==> src/rtl/tdc_calsched.sv <==
// Calibration sequencer for the SERDES TDC channel.
// On a CSR start it routes the ring-oscillator test clock into the TDC,
// waits a settle time, arms the TDC for NEVENTS hits (bounded by TIMEOUT),
// then drains for a fixed number of cycles before restoring the normal path
// and raising done plus a one-cycle irq.
module tdc_calsched #(
  parameter logic [3:0]  csr_addr        = 4'h2,
  parameter logic [15:0] settle_default  = 16'd1000,
  parameter logic [15:0] nevents_default = 16'd256,
  parameter logic [23:0] timeout_default = 24'hFFFFFF,
  parameter int          drain_cycles    = 8
) (
  input  logic        sys_clk,
  input  logic        sys_rst_n,
  input  logic [13:0] csr_a,
  input  logic        csr_we,
  input  logic [31:0] csr_di,
  output logic [31:0] csr_do,
  input  logic        tdc_event,
  output logic        osc_en,
  output logic        sel_calib,
  output logic        tdc_arm,
  output logic        irq
);

  localparam int            DW         = (drain_cycles > 1) ? $clog2(drain_cycles) : 1;
  localparam logic [DW-1:0] DRAIN_LOAD = DW'(drain_cycles - 1);

  typedef enum logic [1:0] {IDLE, SETTLE, ACQ, DRAIN} state_t;

  // Decoded CSR access for this cycle.
  typedef struct packed {
    logic       sel;
    logic       wr;
    logic [2:0] idx;
    logic       start;
    logic       abort;
    logic       clear;
  } csr_req_t;

  csr_req_t      req;
  state_t        state, state_nxt;

  logic [15:0]   settle_reg, nevents_reg;
  logic [23:0]   timeout_reg;

  logic [15:0]   settle_cnt;
  logic [15:0]   nev_w;
  logic [23:0]   tmo_cnt;
  logic [15:0]   count, count_nxt;
  logic [DW-1:0] drain_cnt;

  logic          done, err, busy;
  logic          load, drain_err, finish, enter_drain;
  logic          ev_hit, tmo_hit;

  logic          unused_bits;
  assign unused_bits = ^{csr_a[9:3], csr_di[31:24]};

  // CSR decode: only CTRL writes generate command strobes; abort beats start.
  always_comb begin
    req       = '0;
    req.sel   = (csr_a[13:10] == csr_addr);
    req.idx   = csr_a[2:0];
    req.wr    = (csr_a[13:10] == csr_addr) && csr_we;
    req.start = req.wr && (csr_a[2:0] == 3'd0) && csr_di[0] && !csr_di[1];
    req.abort = req.wr && (csr_a[2:0] == 3'd0) && csr_di[1];
    req.clear = req.wr && (csr_a[2:0] == 3'd0) && csr_di[2];
  end

  assign busy = (state != IDLE);

  // Event counting only happens while armed; the completion compare sees this cycle's hit.
  assign count_nxt = (state == ACQ && tdc_event && count != 16'hFFFF) ? count + 16'd1 : count;
  assign ev_hit    = (count_nxt >= nev_w);
  assign tmo_hit   = (tmo_cnt <= 24'd1);

  // State register.
  always_ff @(posedge sys_clk) begin
    if (!sys_rst_n) state <= IDLE;
    else            state <= state_nxt;
  end

  // Next-state and output decode.
  always_comb begin
    state_nxt = state;
    load      = 1'b0;
    drain_err = 1'b0;
    finish    = 1'b0;
    osc_en    = 1'b0;
    sel_calib = 1'b0;
    tdc_arm   = 1'b0;
    case (state)
      IDLE: begin
        if (req.start) begin
          state_nxt = SETTLE;
          load      = 1'b1;
        end
      end
      SETTLE: begin
        sel_calib = 1'b1;
        osc_en    = 1'b1;
        if (req.abort) begin
          state_nxt = DRAIN;
          drain_err = 1'b1;
        end else if (settle_cnt == 16'd0) begin
          state_nxt = ACQ;
        end
      end
      ACQ: begin
        sel_calib = 1'b1;
        osc_en    = 1'b1;
        tdc_arm   = 1'b1;
        if (req.abort) begin
          state_nxt = DRAIN;
          drain_err = 1'b1;
        end else if (ev_hit) begin
          // final hit beats a coincident timeout
          state_nxt = DRAIN;
        end else if (tmo_hit) begin
          state_nxt = DRAIN;
          drain_err = 1'b1;
        end
      end
      DRAIN: begin
        sel_calib = 1'b1;
        if (drain_cnt == '0) begin
          state_nxt = IDLE;
          finish    = 1'b1;
        end
      end
      default: state_nxt = IDLE;
    endcase
  end

  assign enter_drain = (state != DRAIN) && (state_nxt == DRAIN);

  // Programmable configuration; busy-time writes only touch these shadows.
  always_ff @(posedge sys_clk) begin
    if (!sys_rst_n) begin
      settle_reg  <= settle_default;
      nevents_reg <= nevents_default;
      timeout_reg <= timeout_default;
    end else if (req.wr) begin
      case (req.idx)
        3'd1:    settle_reg  <= csr_di[15:0];
        3'd2:    nevents_reg <= csr_di[15:0];
        3'd3:    timeout_reg <= csr_di[23:0];
        default: ;
      endcase
    end
  end

  // Working counters, loaded at start so the running sequence is insulated from CSR writes.
  always_ff @(posedge sys_clk) begin
    if (!sys_rst_n) begin
      settle_cnt <= '0;
      nev_w      <= '0;
      tmo_cnt    <= '0;
      count      <= '0;
      drain_cnt  <= '0;
    end else begin
      if (load) begin
        settle_cnt <= settle_reg;
        nev_w      <= nevents_reg;
        tmo_cnt    <= timeout_reg;
        count      <= '0;
      end else begin
        if (state == SETTLE && settle_cnt != 16'd0) settle_cnt <= settle_cnt - 16'd1;
        if (state == ACQ && tmo_cnt != 24'd0)       tmo_cnt    <= tmo_cnt - 24'd1;
        count <= count_nxt;
      end
      if (enter_drain)                           drain_cnt <= DRAIN_LOAD;
      else if (state == DRAIN && drain_cnt != '0) drain_cnt <= drain_cnt - 1'b1;
    end
  end

  // Sticky status and completion pulse; completion and error entry override a clear.
  always_ff @(posedge sys_clk) begin
    if (!sys_rst_n) begin
      done <= 1'b0;
      err  <= 1'b0;
      irq  <= 1'b0;
    end else begin
      irq <= finish;
      if (load) begin
        done <= 1'b0;
        err  <= 1'b0;
      end else begin
        if (req.clear && !finish) begin
          done <= 1'b0;
          err  <= 1'b0;
        end
        if (drain_err) err  <= 1'b1;
        if (finish)    done <= 1'b1;
      end
    end
  end

  // Registered read port; zero when another page is addressed.
  always_ff @(posedge sys_clk) begin
    if (!sys_rst_n) begin
      csr_do <= '0;
    end else if (req.sel) begin
      case (req.idx)
        3'd0:    csr_do <= {28'd0, err, done, busy, busy};
        3'd1:    csr_do <= {16'd0, settle_reg};
        3'd2:    csr_do <= {16'd0, nevents_reg};
        3'd3:    csr_do <= {8'd0, timeout_reg};
        3'd4:    csr_do <= {16'd0, count};
        default: csr_do <= '0;
      endcase
    end else begin
      csr_do <= '0;
    end
  end

endmodule
==> config.mk <==
export PLATFORM = sky130hd
export DESIGN_NAME = tdc_calsched
export DESIGN_NICKNAME = d
export VERILOG_FILES = /design/src/rtl/tdc_calsched.sv
export SDC_FILE = /design/constraint.sdc
export NUM_CORES = 1
export LEC_CHECK = 0
export CORE_AREA = 2 2 105 127
export DETAILED_ROUTE_END_ITERATION = 10
export DIE_AREA = 0 0 107 129
export PLACE_DENSITY_LB_ADDON = 0.25
export SYNTH_ARGS = -nofsm -noshare
export SYNTH_HDL_FRONTEND = slang
export SYNTH_SLANG_ARGS = --single-unit
==> constraint.sdc <==
create_clock -name sys_clk -period 9.2 [get_ports sys_clk]
set_input_delay 1.84 -clock sys_clk [delete_from_list [all_inputs] [get_ports sys_clk]]
set_output_delay 1.84 -clock sys_clk [all_outputs]
set_load 0.02 [all_outputs]
# [Word level (Yosys, flattened, before mapping)]
# Index checks and enable logic that the tools add are counted.
[classes] add_sub_neg=4 order_cmp=2 n_eq_ne=11 mux=31 bitwise=1 reduce_logical=35
[ops] op="$pmux W24 S5" count=1
[ops] op="$mux W16" count=3
[ops] op="$mux W24" count=2
[ops] op="$le A24 B1 Y1 const B" count=1
[ops] op="$reduce_bool A24 Y1" count=1
[ops] op="$sub A24 B1 Y24 const B" count=1
[ops] op="$add A16 B1 Y16 const B" count=1
[ops] op="$ge A16 B16 Y1" count=1
[ops] op="$logic_not A16 Y1" count=1
[ops] op="$ne A16 B16 Y1 const B" count=1
[ops] op="$reduce_bool A16 Y1" count=1
[ops] op="$sub A16 B1 Y16 const B" count=1
[ops] op="$mux W1" count=14
[ops] op="$mux W2" count=7
[ops] op="$logic_and A1 B1 Y1" count=13
[ops] op="$reduce_bool A2 Y1" count=6
[ops] op="$pmux W2 S4" count=1
[ops] op="$reduce_and A2 Y1" count=4
[ops] op="$eq A2 B2 Y1 const B" count=3
[ops] op="$eq A3 B2 Y1 const B" count=2
[ops] op="$logic_not A3 Y1" count=2
[ops] op="$mux W3" count=2
[ops] op="$eq A4 B2 Y1 const B" count=1
[ops] op="$reduce_or A2 Y1" count=2
[ops] op="other kinds (11)" count=12
[word_totals] regBits=168 input_bits=50 out_inout_bits=36 elab_cells=97

# [Longest topological paths before layout]
# Gate-level depths: netlist (run 1).
[logic_depth] word_depth=11 ltp_mapped=14

# [Least setup slack after synthesis (run 1)]
# OpenSTA, ideal clock, no wires.
[synth_timing] path_kind="input to register" startpoint="input tdc_event" endpoint="register drain_cnt[2]" arrival_time_ps=4005 required_ps=9046 slack_ps=5041 cell_stages=10 path_cell_list="nand2_1 > a31oi_1 > mux2_2 > ha_1 > nor2b_1 > o211a_1 > o311ai_0 > nand4_1 > o211ai_1 > o211ai_1"
[synth_between] elab_chain_len=10 word_cells_on_any_way=11 classes_between="order compare (1); eq/ne (1); mux (5); reduce/logical (4)"
[synth_lines] element="start, declared" line_no="19" text="input logic tdc_event,"
[synth_lines] element="$logic_and A1 B1 Y1 * (2 in a row)" line_no="74" text="assign count_nxt = (state == ACQ && tdc_event && count != 16'hFFFF) ? count + 16'd1 : count;"
[synth_lines] element="$mux W16 *" line_no="74"
[synth_lines] element="named net count_nxt[1]" line_no="50" text="logic [15:0] count, count_nxt;"
[synth_lines] element="$ge A16 B16 Y1 *" line_no="75" text="assign ev_hit = (count_nxt >= nev_w);"
[synth_lines] element="$mux W2 *" line_no="117" text="end else if (ev_hit) begin"
[synth_lines] element="$mux W2 *" line_no="114" text="if (req.abort) begin"
[synth_lines] element="$pmux W2 S4 *" line_no="93" text="case (state)"
[synth_lines] element="$eq A2 B2 Y1 *" line_no="136" text="assign enter_drain = (state != DRAIN) && (state_nxt == DRAIN);"
[synth_lines] element="$logic_and A1 B1 Y1 *" line_no="136"
[synth_lines] element="$mux W3 / $reduce_bool A2 Y1 (equally long branches)"
[synth_lines] element="end signal, assigned" line_no="174" text="else if (state == DRAIN && drain_cnt != '0) drain_cnt <= drain_cnt - 1'b1;"
[synth_lines] element="end, declared" line_no="51" text="logic [DW-1:0] drain_cnt;"
# The timed path passes the listed nets; every way through them passes the cells marked *.
# A chain may end at the register's enable or synchronous reset.

# [Worst setup path in the final report (run 1)]
[layout_timing] startpoint="input tdc_event" endpoint="register state[0]"
[layout_between] elab_chain_len=7
[layout_lines] element="$logic_and A1 B1 Y1 (2 in a row)" line_no="74"
[layout_lines] element="$mux W16" line_no="74"
[layout_lines] element="named net count_nxt[13]" line_no="50"
[layout_lines] element="$ge A16 B16 Y1" line_no="75"
[layout_lines] element="$mux W2" line_no="117"
[layout_lines] element="$mux W2" line_no="114"
[layout_lines] element="$pmux W2 S4" line_no="93"
[layout_lines] element="end signal, assigned" line_no="81" text="else state <= state_nxt;"
[layout_lines] element="end, declared" line_no="42" text="state_t state, state_nxt;"
# The timed path passes the listed nets, and every way through them passes these cells.

==> metrics.log, run 1 <==
[metrics] count of synthesis-stage warnings from yosys: 0
[metrics] maximum vdd drop: 0.0001388 V
[metrics] number of clock sinks: 160
[metrics] Commonest cells post-synth: 182 x nand2_1, 160 x dfxtp_1, 92 x a21oi_1
[metrics] DR pass1 iterations: 5
[metrics] worst reg-to-reg setup slack: 5.00 ns
[metrics] global placement routability congestion: 0.8904
[metrics] top-level I/O count: 86
[metrics] largest driver fanout on the critical path: 5
[metrics] pin count of the biggest net entering global routing: 67
[metrics] number of clock buffers inserted by TritonCTS: 17
[metrics] gr ovfl total: 0
[metrics] status: complete, no violations
[metrics] number of slew-limit violations in the final report: 0
[metrics] share of total power in combinational logic: 8.2%
[metrics] area fraction of the dominant cell type after synthesis: 42.70%
[metrics] proportion of layout cells with a drive suffix above 1: 5.419%
[metrics] worst slew slack as a fraction of its limit: 25.16%
[metrics] top cells by area in the synthesized netlist: dfxtp_1 43%, nand2_1 9.1%, a21oi_1 6.1%, ha_1 4.7%, nand3_1 3.3%
[metrics] standard cell with the maximum stage delay on the critical path: a2111oi_2
[metrics] total setup violations reported at the end of the flow: 0
[metrics] Ant. Diodes: 0
[metrics] Bufs and invs on worst path: 1
[metrics] worst setup slack after layout: 4.147 ns
[metrics] leading register cell type out of synthesis: dfxtp_1
[metrics] average cell area after synthesis: 8.084 sq um
[metrics] initial core utilization: 59.75%
[metrics] routed len/inst: 16.93 um
[metrics] critical path startpoint category: input pin
[metrics] Pint: 0.001151 W
[metrics] Skew-Pair Late Insertion Delay: 0.43 ns
[metrics] post-synthesis instance area: 7502 sq um
[metrics] critical-path cell list: clkdlybuf4s50_1 -> nand3_1 -> a2111oi_2 -> nand3_1 -> xnor2_1 -> ha_1 -> nand4_1 -> nor3_1 -> o311ai_0 -> nand4_1 -> o21ai_0 -> a21oi_1
[metrics] pre-CTS setup slack: 3.866 ns
[metrics] proportion of total power due to net switching: 24.38%
[metrics] root buffer selected by CTS: clkbuf_16
[metrics] most frequent cell after synthesis: nand2_1
[metrics] Period minus WS final: 5.053 ns
[metrics] Core ar.: 12,560 sq um
[metrics] Hold Violations, Final: 0
[metrics] DIE AREA: 13,800 sq um
[metrics] Max Freq: 197.9 MHz
[metrics] worst slew pin tran: 1.118 ns
[metrics] Clock Pin Slew Worst Setup and Hold Paths: 0.06 ns
[metrics] overall global routing resource usage: 28.81%
[metrics] asr flop ratio synth: 0%
[metrics] wire length of the first global-routing pass: 31.34 mm
[metrics] Max clock buf depth: 2
[metrics] Area growth syn-to-layout: 16.44%
[metrics] overall die width: 107 um
[metrics] Post-CTS Setup Bufs: 0
[metrics] via count of the first global-routing pass: 6,326
[metrics] FF+latch count, synth: 160
[metrics] number of synthesized flops with an enable pin: 0
[metrics] standard-cell rows: 45
[metrics] number of port buffers: 62
[metrics] Seq pwr share: 46.2%
[metrics] peak per-stage delay on the critical path: 0.73 ns
[metrics] sequential area share after synthesis: 42.70%
[metrics] Gate Count Post-Synth: 928
[metrics] kind of path behind the tightest hold check: flop to flop
[metrics] Leak: 3.203 nW
[metrics] antenna violation net count after detailed routing: 0
[metrics] Vias/cell: 5.926
[metrics] number of unique standard cell types used by synthesis: 57
[metrics] DR vias: 6,767
[metrics] detailed router's first-iteration violation count: 513
[metrics] TritonCTS clock tree: yes
[metrics] antenna violations before repair: 0
[metrics] Final TNS setup: 0 ns
[metrics] Final HPWL DP: 13.25 mm
[metrics] post-detailed-routing wire length: 19.33 mm
[metrics] max-capacitance violation count: 0
[metrics] level count of the clock H-tree: 4
[metrics] Die H: 129 um
[metrics] library cell occupying the most area in the post-synthesis netlist: dfxtp_1
[metrics] worst clock skew on the final layout: 0.007160 ns
[metrics] net switching power: 0.0003713 W
[metrics] period utilisation layout: 54.93%
[metrics] quantity of hold-fixing buffers added after cts: 0
[metrics] post-detailed-route DRC marker count: 0
[metrics] total power per unit cell area: 174.3 nW/um^2
[metrics] fin nets: 1,043
[metrics] required time reported for the critical path endpoint: 9.55 ns
[metrics] relative contribution of the clock network to total power: 45.6%
[metrics] kind of critical path: input pin to flop
[metrics] setup repair after global routing missed its margin: no
[metrics] Crit. End Element: flop
[metrics] total of cells resized after clock tree synthesis: 0
[metrics] Largest delay share family, worst path: compound AO/OA/AOI/OAI gates
[metrics] arrival time worst endpoint: 5.41 ns
[metal layers]
metal	GRT usage, %	vias up	share of wire [%]
met5	0	-	0
met4	11.99	0	2.6
met3	4.813	44	6.0
met2	48.11	248	48
met1	37.04	3194	44
li1	-	3281	-
[logic make-up after synthesis]
| kind of cell | after synthesis | synth area share [%] |
|---|---|---|
| other | 1 | 0.04999 |
| flip-flops | 160 | 42.70 |
| multiplexers | 4 | 0.5504 |
| adder cells (fa/ha/maj) | 28 | 4.670 |
| XOR/XNOR | 44 | 5.137 |
| AO/OA/AOI/OAI | 200 | 16.36 |
| buffers and inverters | 88 | 4.903 |
| AND/OR/NAND/NOR | 403 | 25.63 |
[path summary, 6_finish.rpt]
check / start / end / cells after the start
setup reg to reg: state[0] / state[0] / 13
setup / recovery: tdc_event / state[0] / 12
hold reg to reg: nev_w[5] / nev_w[5] / 2
hold / removal: nev_w[5] / nev_w[5] / 2
[tightest hold or removal path, stage by stage, from the launching register on]
cell     delay, ns
dfxtp_1       0.31
nand2_1       0.05
a21oi_1       0.05
[power groups by stage]
stage                     Sequential, W  Clock (W)  Combinational, W
after floorplan                0.000717          0         0.0000774
after global placement         0.000719          0          0.000120
after detailed placement       0.000719          0          0.000122
after CTS                      0.000703   0.000700          0.000123
after global routing           0.000704   0.000733          0.000137
final                          0.000704   0.000694          0.000125
[area by class of cell]
| cell class | instances | area (sq um) |
|---|---|---|
| Clock buffer | 19 | 442.9 |
| Fill cell | 1037 | 3820 |
| Inverter | 31 | 116.4 |
| Tap cell | 164 | 205.2 |
| Multi-Input combinational cell | 687 | 3968 |
| Sequential cell | 160 | 3203 |
| Timing Repair Buffer | 68 | 660.6 |
| Clock inverter | 13 | 140.1 |
[layout by cell type (no fill, tap or decap), drive strengths merged, types with 8 or more instances in the layout]
master,Yosys,routed
xnor2,21,21
dfxtp,160,160
nand4,10,10
clkdlybuf4s50,0,61
nor3,18,18
and3,8,8
a21oi,92,92
and2,13,13
ha,28,28
nand3,50,50
xor2,23,23
nor2,53,53
a22oi,27,27
a211oi,15,15
o21ai,32,32
clkbuf,43,19
nor2b,24,24
nor4,8,8
nand2,182,182
conb,1,8
inv,31,31
[per-stage QoR]
step	instance area [sq um]	cells	util [%]	hold WS, ns	total power (W)
3_3_place_gp	8153	1110	64.93	0.4391	0.0008391
5_1_grt	8736	1142	69.58	0.4656	0.001573
4_1_cts	8736	1142	69.58	0.4569	0.001526
3_5_place_dp	8153	1110	64.93	0.4447	0.0008404
6_report	8736	1142	69.58	0.4548	0.001523
2_1_floorplan	7528	935	-	0.4319	0.0007949
Note: power is estimated with default switching activity, not from simulation.
==> run 2, diff against run 1 <==
Settings changed: CORE_AREA 2 2 105 127 to 2 2 114 138, DIE_AREA 0 0 107 129 to 0 0 116 140.
Clock period 9.2 ns to 4.1 ns, I/O delays scaled along.
==> metrics.log, run 2 (synthesis results as in run 1) <==
[metrics] Max clock buf depth: 2 (unchanged)
[metrics] pin count of the biggest net entering global routing: 66 (-1.5%)
[metrics] period utilisation layout: 89.03%
[metrics] kind of critical path: flop to flop
[metrics] maximum vdd drop: 0.0002595 V (+87%)
[metrics] DR vias: 6,676 (-1.3%)
[metrics] number of port buffers: 62 (unchanged)
[metrics] top-level I/O count: 86 (unchanged)
[metrics] standard-cell rows: 49 (+8.9%)
[metrics] Area growth syn-to-layout: 18.86%
[metrics] kind of path behind the tightest hold check: flop to flop
[metrics] Final TNS setup: 0 ns (unchanged)
[metrics] Hold Violations, Final: 0 (unchanged)
[metrics] total of cells resized after clock tree synthesis: 0 (unchanged)
[metrics] antenna violation net count after detailed routing: 0 (unchanged)
[metrics] antenna violations before repair: 0 (unchanged)
[metrics] Min-Delay Path Depth: 2 (unchanged)
[metrics] DR pass1 iterations: 5 (unchanged)
[metrics] post-detailed-route DRC marker count: 0 (unchanged)
[metrics] global placement routability congestion: 0.8894 (-0.11%)
[metrics] Skew-Pair Late Insertion Delay: 0.43 ns (about the same)
[metrics] DIE AREA: 16,240 sq um (+18%)
[metrics] initial core utilization: 50.57% (-9.2 points)
[metrics] most frequent cells in the layout: 182 x nand2_1, 160 x dfxtp_1, 92 x a21oi_1
[metrics] total power per unit cell area: 392.6 nW/um^2 (+130%)
[metrics] max-capacitance violation count: 0 (unchanged)
[metrics] Period minus WS final: 3.650 ns
[metrics] via count of the first global-routing pass: 6,513 (+3.0%)
[metrics] critical path startpoint category: flop
[metrics] Final HPWL DP: 13.99 mm (+5.6%)
[metrics] Ant. Diodes: 0 (unchanged)
[metrics] status: complete, no violations
[metrics] number of slew-limit violations in the final report: 0 (unchanged)
[metrics] Vias/cell: 5.587 (-5.7%)
[metrics] overall global routing resource usage: 25.62% (-3.2 points)
[metrics] Core ar.: 14,840 sq um (+18%)
[metrics] number of clock buffers inserted by TritonCTS: 17 (unchanged)
[metrics] worst slew pin tran: 0.8870 ns (-0.2308 ns)
[metrics] DP Area: 8300 sq um (+1.8%)
[metrics] R2R cell count: 14 (+1)
[metrics] Max Freq: 274.0 MHz
[metrics] root buffer selected by CTS: clkbuf_16
[metrics] wire length of the first global-routing pass: 32.60 mm (+4.0%)
[metrics] routed len/inst: 16.52 um (-2.4%)
[metrics] Crit. End Element: flop
[metrics] quantity of hold-fixing buffers added after cts: 0 (unchanged)
[metrics] overall die width: 116 um (+8.4%)
[metrics] gr ovfl total: 0 (unchanged)
[metrics] number of clock sinks: 160 (unchanged)
[metrics] Leak: 3.293 nW (+2.8%)
[metrics] required time reported for the critical path endpoint: 4.37 ns (-5.18 ns)
[metrics] TritonCTS clock tree: yes
[metrics] arrival time worst endpoint: 3.92 ns (-1.49 ns)
[metrics] detailed router's first-iteration violation count: 578 (+13%)
[metrics] worst slew slack as a fraction of its limit: 40.72% (+16 points)
[metrics] largest driver fanout on the critical path: 5 (unchanged)
[metrics] fin nets: 1,056 (+1.2%)
[metrics] Clock Pin Slew Worst Setup and Hold Paths: 0.06 ns (about the same)
[metrics] Die H: 140 um (+8.5%)
[metrics] level count of the clock H-tree: 4 (unchanged)
[metrics] total setup violations reported at the end of the flow: 0 (unchanged)
[metrics] Post-CTS Setup Bufs: 0 (unchanged)
[metrics] setup repair after global routing missed its margin: no
[metrics] proportion of layout cells with a drive suffix above 1: 6.660% (+1.2 points)
[metrics] post-detailed-routing wire length: 19.74 mm (+2.1%)
[metrics] worst clock skew on the final layout: 0.009417 ns (+0.002256 ns)
[metrics] Design Area, Final: 8917 sq um (+2.1%)
[metrics] FILL cells: 1,356 (+31%)
[metrics] leading cell type in the layout, fill and taps excluded: nand2_1
[run 2: cell types whose count changed in the layout (fill, tap and decap cells not counted)]
cell / delta
clkinv_4: -4
bufinv_16: +1
clkinv_2: +1
clkbuf_8: +3
buf_4: +13
clkinvlp_4: -1
[run 2: cell type report]
cell class	instances	area (sq um)	area share [%]
clock buffers	22	484.2	5.430
multi-input cells	687	3968	44.49
well taps	204	255.2	2.862
repair buffers	81	758.2	8.503
flip-flops and latches	160	3203	35.92
inverters	31	116.4	1.305
clock inverters	10	132.6	1.487
[run 2: final timing paths]
| path | end | slack, ns | startpoint |
|---|---|---|---|
| max reg2reg | drain_cnt[2] | 0.45 | state[0] |
| min reg2reg | nev_w[8] | 0.45 | nev_w[8] |
| min | nev_w[8] | 0.45 | nev_w[8] |
| max | drain_cnt[2] | 0.45 | state[0] |
[run 2: report_power, final]
part | switching, W | leakage [nW] | internal [W] | total, W
combinational | 0.000174 | 1.70 | 0.000111 | 0.000285
clock | 0.000620 | 0.298 | 0.00102 | 0.00164
sequential | 0.0000134 | 1.29 | 0.00157 | 0.00158
[run 2: through the flow]
stage	total power [W]	util, %	setup slack, ns	hold slack (ns)	instances
after CTS	0.003530	60.10	0.5041	0.4535	1195
after detailed placement	0.001895	55.95	0.09115	0.4455	1163
after global routing	0.003627	60.10	0.1403	0.4662	1195
final	0.003501	60.10	0.4499	0.4488	1195
after floorplan	0.001784	-	0.7374	0.4319	935
after global placement	0.001893	55.95	0.1206	0.4393	1163
[run 2: layer usage]
metal  GRT usage, %  wire [um]  vias up
met2          42.23       9722      189
met3          5.149       1008       29
met1          33.35       8628     3155
li1               -          -     3303
met4          8.709        378        0
met5              0          0        -
[run 2: critical path: stages (launching register included)]
cell       delay, ns
dfxtp_1         0.36
inv_1           0.17
ha_1            0.34
nand3_1         0.18
a2111oi_2       0.38
buf_4           0.20
nand4_1         0.15
xnor2_1         0.22
ha_1            0.27
nand4_1         0.13
nor3_1          0.07
nor3_1          0.24
nand4_1         0.29
o211ai_1        0.35
o211ai_1        0.13
==> run 3, diff against run 2 <==
Settings changed: SLEW_MARGIN set to 20.
==> results of run 3 <==
Same layout as run 2: the final DEF is identical, and so are final timing and power.
